**config.mk**
```make
export PLATFORM = sky130hd
export DESIGN_NAME = uart_link
export DESIGN_NICKNAME = d
export VERILOG_FILES = /design/src/rtl/uart_pkg.sv /design/src/rtl/uart_rx_engine.sv /design/src/rtl/uart_tx_engine.sv /design/src/rtl/uart_link.sv
export SDC_FILE = /design/constraint.sdc
export NUM_CORES = 1
export LEC_CHECK = 0
export BUFFER_PORTS_ARGS = -buffer_cell sky130_fd_sc_hd__buf_2
export CORE_MARGIN = 2
export CORE_UTILIZATION = 58
export CTS_CLUSTER_DIAMETER = 60
export DETAILED_ROUTE_END_ITERATION = 12
export GPL_TIMING_DRIVEN = 0
export PLACE_DENSITY_LB_ADDON = 0.1
export SYNTH_ARGS = -nofsm -noshare
export SYNTH_HDL_FRONTEND = slang
export SYNTH_HIERARCHICAL = 1
export SYNTH_SLANG_ARGS = --single-unit
```
**constraint.sdc**
```tcl
create_clock -name i_clk -period 2.7 [get_ports i_clk]
set_clock_uncertainty 0.05 [all_clocks]
set_input_delay 0.54 -clock i_clk [delete_from_list [all_inputs] [get_ports i_clk]]
set_output_delay 0.54 -clock i_clk [all_outputs]
set_load 0.01 [all_outputs]
```
**src/rtl/uart_pkg.sv**
```systemverilog
// Shared types and line-level constants for the UART transmit and receive engines.
package uart_pkg;

    typedef enum logic [1:0] {
        TX_IDLE,
        TX_START,
        TX_DATA,
        TX_STOP
    } tx_state_t;

    typedef enum logic [2:0] {
        RX_IDLE,
        RX_START,
        RX_DATA,
        RX_STOP,
        RX_WAIT_IDLE
    } rx_state_t;

    localparam logic LINE_IDLE  = 1'b1;
    localparam logic LINE_STOP  = 1'b1;
    localparam logic LINE_START = 1'b0;

    localparam int SYNC_STAGES = 2;

endpackage

```
**src/rtl/uart_rx_engine.sv**
```systemverilog
// UART receiver: synchronizes the line, validates the start bit at mid-bit, samples data and stop.
module uart_rx_engine
    import uart_pkg::*;
#(
    parameter int p_CLK_DIV  = 10,
    parameter int p_WORD_LEN = 8
) (
    input  logic                  clk,
    input  logic                  srst,
    input  logic                  rx,
    output logic [p_WORD_LEN-1:0] rx_data,
    output logic                  rx_ready,
    output logic                  rx_err
);

    localparam int CW = $clog2(p_CLK_DIV);
    localparam int IW = $clog2(p_WORD_LEN + 1);
    localparam logic [CW-1:0] CNT_LAST  = CW'(p_CLK_DIV - 1);
    localparam logic [CW-1:0] HALF_LAST = CW'(p_CLK_DIV / 2 - 1);
    localparam logic [IW-1:0] IDX_LAST  = IW'(p_WORD_LEN - 1);

    logic [SYNC_STAGES-1:0] sync_reg;
    logic                   rx_s;

    rx_state_t             state_reg, state_next;
    logic [CW-1:0]         cnt_reg, cnt_next;
    logic [IW-1:0]         idx_reg, idx_next;
    logic [p_WORD_LEN-1:0] shift_reg, shift_next;
    logic [p_WORD_LEN-1:0] data_reg, data_next;
    logic                  ready_reg, ready_next;
    logic                  err_reg, err_next;

    // The raw pin is asynchronous; nothing below looks at it before the last stage.
    always_ff @(posedge clk) begin
        if (srst) begin
            sync_reg <= {SYNC_STAGES{LINE_IDLE}};
        end else begin
            sync_reg <= {sync_reg[SYNC_STAGES-2:0], rx};
        end
    end

    assign rx_s = sync_reg[SYNC_STAGES-1];

    always_ff @(posedge clk) begin
        if (srst) begin
            state_reg <= RX_IDLE;
            cnt_reg   <= '0;
            idx_reg   <= '0;
            shift_reg <= '0;
            data_reg  <= '0;
            ready_reg <= 1'b0;
            err_reg   <= 1'b0;
        end else begin
            state_reg <= state_next;
            cnt_reg   <= cnt_next;
            idx_reg   <= idx_next;
            shift_reg <= shift_next;
            data_reg  <= data_next;
            ready_reg <= ready_next;
            err_reg   <= err_next;
        end
    end

    always_comb begin
        state_next = state_reg;
        cnt_next   = cnt_reg;
        idx_next   = idx_reg;
        shift_next = shift_reg;
        data_next  = data_reg;
        ready_next = 1'b0;
        err_next   = 1'b0;
        case (state_reg)
            RX_IDLE: begin
                if (rx_s == LINE_START) begin
                    cnt_next   = '0;
                    state_next = RX_START;
                end
            end
            // Re-checking at half a bit both rejects short glitches and centres later samples.
            RX_START: begin
                if (cnt_reg == HALF_LAST) begin
                    cnt_next = '0;
                    if (rx_s == LINE_START) begin
                        idx_next   = '0;
                        state_next = RX_DATA;
                    end else begin
                        state_next = RX_IDLE;
                    end
                end else begin
                    cnt_next = cnt_reg + CW'(1);
                end
            end
            RX_DATA: begin
                if (cnt_reg == CNT_LAST) begin
                    cnt_next   = '0;
                    shift_next = {rx_s, shift_reg[p_WORD_LEN-1:1]};
                    if (idx_reg == IDX_LAST) begin
                        idx_next   = '0;
                        state_next = RX_STOP;
                    end else begin
                        idx_next = idx_reg + IW'(1);
                    end
                end else begin
                    cnt_next = cnt_reg + CW'(1);
                end
            end
            RX_STOP: begin
                if (cnt_reg == CNT_LAST) begin
                    cnt_next = '0;
                    if (rx_s == LINE_STOP) begin
                        data_next  = shift_reg;
                        ready_next = 1'b1;
                        state_next = RX_IDLE;
                    end else begin
                        err_next   = 1'b1;
                        state_next = RX_WAIT_IDLE;
                    end
                end else begin
                    cnt_next = cnt_reg + CW'(1);
                end
            end
            RX_WAIT_IDLE: begin
                if (rx_s == LINE_IDLE) begin
                    state_next = RX_IDLE;
                end
            end
            default: state_next = RX_IDLE;
        endcase
    end

    assign rx_data  = data_reg;
    assign rx_ready = ready_reg;
    assign rx_err   = err_reg;

endmodule

```
**src/rtl/uart_tx_engine.sv**
```systemverilog
// UART transmitter: start bit, LSB-first data, one stop bit, fixed bit period.
module uart_tx_engine
    import uart_pkg::*;
#(
    parameter int p_CLK_DIV  = 10,
    parameter int p_WORD_LEN = 8
) (
    input  logic                  clk,
    input  logic                  srst,
    input  logic                  tx_dv,
    input  logic [p_WORD_LEN-1:0] tx_data,
    output logic                  tx,
    output logic                  tx_done,
    output logic                  tx_active
);

    localparam int CW = $clog2(p_CLK_DIV);
    localparam int IW = $clog2(p_WORD_LEN + 1);
    localparam logic [CW-1:0] CNT_LAST = CW'(p_CLK_DIV - 1);
    localparam logic [IW-1:0] IDX_LAST = IW'(p_WORD_LEN - 1);

    tx_state_t             state_reg, state_next;
    logic [CW-1:0]         cnt_reg, cnt_next;
    logic [IW-1:0]         idx_reg, idx_next;
    logic [p_WORD_LEN-1:0] shift_reg, shift_next;
    logic                  tx_reg, tx_next;
    logic                  done_reg, done_next;

    always_ff @(posedge clk) begin
        if (srst) begin
            state_reg <= TX_IDLE;
            cnt_reg   <= '0;
            idx_reg   <= '0;
            shift_reg <= '0;
            tx_reg    <= LINE_IDLE;
            done_reg  <= 1'b0;
        end else begin
            state_reg <= state_next;
            cnt_reg   <= cnt_next;
            idx_reg   <= idx_next;
            shift_reg <= shift_next;
            tx_reg    <= tx_next;
            done_reg  <= done_next;
        end
    end

    // The line level is computed one cycle ahead so o_tx comes straight from a flop.
    always_comb begin
        state_next = state_reg;
        cnt_next   = cnt_reg;
        idx_next   = idx_reg;
        shift_next = shift_reg;
        tx_next    = tx_reg;
        done_next  = 1'b0;
        case (state_reg)
            TX_IDLE: begin
                tx_next = LINE_IDLE;
                if (tx_dv) begin
                    shift_next = tx_data;
                    cnt_next   = '0;
                    idx_next   = '0;
                    tx_next    = LINE_START;
                    state_next = TX_START;
                end
            end
            TX_START: begin
                if (cnt_reg == CNT_LAST) begin
                    cnt_next   = '0;
                    tx_next    = shift_reg[0];
                    state_next = TX_DATA;
                end else begin
                    cnt_next = cnt_reg + CW'(1);
                end
            end
            TX_DATA: begin
                if (cnt_reg == CNT_LAST) begin
                    cnt_next   = '0;
                    shift_next = {1'b0, shift_reg[p_WORD_LEN-1:1]};
                    if (idx_reg == IDX_LAST) begin
                        idx_next   = '0;
                        tx_next    = LINE_STOP;
                        state_next = TX_STOP;
                    end else begin
                        idx_next = idx_reg + IW'(1);
                        tx_next  = shift_reg[1];
                    end
                end else begin
                    cnt_next = cnt_reg + CW'(1);
                end
            end
            TX_STOP: begin
                if (cnt_reg == CNT_LAST) begin
                    cnt_next   = '0;
                    done_next  = 1'b1;
                    tx_next    = LINE_IDLE;
                    state_next = TX_IDLE;
                end else begin
                    cnt_next = cnt_reg + CW'(1);
                end
            end
            default: state_next = TX_IDLE;
        endcase
    end

    assign tx        = tx_reg;
    assign tx_done   = done_reg;
    assign tx_active = (state_reg != TX_IDLE);

endmodule

```
**src/rtl/uart_link.sv**
```systemverilog
// Full-duplex UART: independent transmit and receive engines on a common clock and reset.
module uart_link
    import uart_pkg::*;
#(
    parameter int p_CLK_DIV  = 10,
    parameter int p_WORD_LEN = 8
) (
    input  logic                  i_clk,
    input  logic                  i_rst,
    input  logic                  i_tx_dv,
    input  logic [p_WORD_LEN-1:0] i_tx_data,
    output logic                  o_tx,
    output logic                  o_tx_done,
    output logic                  o_tx_active,
    input  logic                  i_rx,
    output logic [p_WORD_LEN-1:0] o_rx_data,
    output logic                  o_rx_ready,
    output logic                  o_rx_err
);

    uart_tx_engine #(
        .p_CLK_DIV (p_CLK_DIV),
        .p_WORD_LEN(p_WORD_LEN)
    ) u_tx (
        .clk      (i_clk),
        .srst     (i_rst),
        .tx_dv    (i_tx_dv),
        .tx_data  (i_tx_data),
        .tx       (o_tx),
        .tx_done  (o_tx_done),
        .tx_active(o_tx_active)
    );

    uart_rx_engine #(
        .p_CLK_DIV (p_CLK_DIV),
        .p_WORD_LEN(p_WORD_LEN)
    ) u_rx (
        .clk     (i_clk),
        .srst    (i_rst),
        .rx      (i_rx),
        .rx_data (o_rx_data),
        .rx_ready(o_rx_ready),
        .rx_err  (o_rx_err)
    );

endmodule

```
==> metrics.md <==
| Metric | Value |
|---|---|
| Worst-Margin Slew | `819 ps` |
| Die area | `4780 sq um` |
| Commonest cells in the netlist | `51 x dfxtp_1, 29 x nor2_1, 26 x nand2_1` |
| Routed len/inst | `13.0 um` |
| CP max stage delay | `480 ps` |
| Top_reg_cell synth | `dfxtp_1` |
| Combinational family with the most area after synthesis | `simple AND/OR/NAND/NOR gates` |
| Final Cycle Share | `0.763` |
| Via count | `2003` |
| # setup viols final | `0` |
| HPWL after DPL | `3200 um` |
| Worst hold margin | `362 ps` |
| First drt pass iteration count | `4` |
| CP endpoint kind | `flop` |
| Total negative slack | `0 ps` |
| CTS clk-pin slew, worst paths | `100 ps` |
| Rows | `23` |
| Die Wd | `69.1 um` |
| Starting Density | `0.611` |
| Area delta synth->final | `12.2%` |
| First-pass GRT wire length | `7990 um` |
| Min Tclk post-route | `2060 ps` |
| Vias in the first global route | `1850` |
| Multiplexer area fraction after synthesis | `0.0742` |
| CORE AREA | `4030 sq um` |
| Seq pwr share | `0.458` |
| DRC viols | `0` |
| CP Data Required Time | `2900 ps` |
| Placed cells | `345` |
| Hold Crit Class | `in2reg` |
| Comb pwr share | `0.269` |
| Global route total overflow | `0` |
| Status | `complete, no violations` |
| Achievable Freq | `485 MHz` |
| # Max-Cap Violations | `0` |
| RePlAce Congestion | `0.789` |
| Synth Area in Compound Gates | `0.162` |
| Seq/Total Area, Yosys | `0.415` |
| Skew-Pair Late Insertion Delay | `300 ps` |
| Net Sw Frac | `0.313` |
| Total power | `1.97 mW` |
| Syn Inst Count | `271` |
| Switching power | `618 uW` |
| Lkg Pwr | `1.07 nW` |
| Slew Limit Headroom | `0.451` |
| Post-synthesis average cell area | `9.08 sq um` |
| Antenna violations before repair | `0` |
| Largest net degree at the start of global routing | `18` |
| Synth Net Count | `295` |
| H-tree depth | `2` |
| RSZ-0062 raised after global routing | `false` |
| Pwr dens | `714 nW/um^2` |
| Clock Power Share | `0.273` |
| Final worst-path setup slack | `639 ps` |
| All-Layer GR Usage | `0.200` |
| Routing usage on met3 | `0.0439` |
| Largest area contributor in the netlist | `dfxtp_1` |
| Cts-stage hold buffer count | `0` |
| Post-Synth XOR/XNOR Area | `0.00356` |
| Startpoint types | `flop` |
| Number of I/O pins | `25` |
| Vias/cell | `5.67` |
| Layout cell share with drive strength beyond 1 | `0.182` |
| Pins Over Slew Limit | `0` |
| Ys async rst share | `0` |
| Setup Slack @ Placement | `696 ps` |
| Worst VDD drop | `0.000495 V` |
| CTS sink count | `51` |
| Post-route cell area | `2760 sq um` |
| Number of gates resized after cts | `0` |
| Share of the synthesized area in the top cell type | `0.415` |
| Post-CTS Setup Bufs | `0` |
| Cell-by-cell listing of the critical path | `inv_1, ha_1, nand3b_1, or4_1, buf_1, a2111oi_0, a31o_1` |
| CP Class | `reg2reg` |
| Cell with the most instances after synthesis | `dfxtp_1` |
| Routed wire length | `4580 um` |
| Slowest cell on the critical path | `or4_1` |
| Most area-consuming cells after synthesis | `dfxtp_1 41%, mux2i_1 6.5%, ha_1 6.1%` |
| Int Pwr | `1.35 mW` |
| Antenna viol nets, final | `0` |
| Distinct cells, synth | `55` |
| Simple-gate share of the synthesized area | `0.226` |
| Top Usage Layer GRT | `met2` |
| Synth Area in Adders | `0.0610` |
| EDFF count, synth | `0` |
| CTS Buf Count | `5` |
| Synth Cell Area | `2460 sq um` |
| Cell family with most CP delay | `simple AND/OR/NAND/NOR gates` |
| Yosys warnings | `6` |
| CTS max path bufs | `2` |
| CTS tree | `yes` |
| Met1 usage | `0.231` |
| Final Hold Fails | `0` |
| Post-layout util | `0.685` |
| Post-Place Cell Area | `2640 sq um` |
| NumNets Final | `326` |
| Arrival @ worst endpoint | `2270 ps` |
| I/O Buffers | `24` |
| Buf/Inv on CP | `2` |
| GR Layer Usage met2 | `0.372` |
| Ant. Diodes | `0` |
| Root Buffer Master | `clkbuf_8` |
| Crit path max fanout | `7` |
| Die height | `69.1 um` |
| Iter 0 DRT Violations | `50` |
| Flops & latches, synth | `51` |
| Finished Layout Cells | `353` |
-- layout by cell type (no fill, tap or decap), types with 4 or more instances in the layout --
master	instances
buf_6	4
inv_1	10
nor3_1	5
ha_1	12
nor4_1	5
clkbuf_8	5
dfxtp_1	51
nand3_1	7
a21oi_1	18
nand2b_1	8
buf_2	26
o21ai_0	5
mux2i_1	16
nand2_1	26
nor2_1	29
a211oi_1	10
clkbuf_1	7
-- worst reg2reg max path, stage by stage (launching register included) --
cell,delay [ps]
dfxtp_1,370
inv_1,70
ha_1,140
nand3b_1,130
or4_1,480
buf_1,190
a2111oi_0,430
a31o_1,150
-- cell families (layout without fill, tap and decap cells) --
group,after synthesis,after routing
flops,51,51
buf+inv,27,59
fa+ha+maj,12,12
xor+xnor,1,1
mux,18,18
simple gates,106,106
compound gates,56,56
-- final timing paths --
| path | slack, ps | cells after the start | start | endpoint |
|---|---|---|---|---|
| max | 640 | 7 | u_rx/cnt_reg[0] | u_rx/idx_reg[2] |
| min | 360 | 2 | i_rx | u_rx/sync_reg[0] |
| max reg2reg | 640 | 7 | u_rx/cnt_reg[0] | u_rx/idx_reg[2] |
| min reg2reg | 370 | 1 | u_rx/sync_reg[0] | u_rx/sync_reg[1] |
-- metal layers --
layer / routed length (um) / share of wire / up-vias
met5: 0 / 0 / -
li1: - / - / 1032
met1: 2080 / 0.45 / 932
met2: 2290 / 0.50 / 32
met3: 156 / 0.034 / 7
met4: 51 / 0.011 / 0
-- power groups by stage --
stage | clock [mW] | combinational (mW) | sequential, mW
global route | 0.580 | 0.595 | 0.916
finish | 0.538 | 0.530 | 0.903
global placement | 0 | 0.519 | 0.917
detailed placement | 0 | 0.530 | 0.920
floorplan | 0 | 0.424 | 0.907
CTS | 0.555 | 0.533 | 0.903
-- cell type report --
cell class	instances	area (sq um)
Inverter	10	37.5
Sequential cell	51	1020
Timing Repair Buffer	24	120
Clock inverter	3	47.5
Fill cell	332	1270
Multi-Input combinational cell	193	1290
Clock buffer	5	68.8
Tap cell	50	62.6
Buffer	17	108
Power figures use the tool's default switching activity.
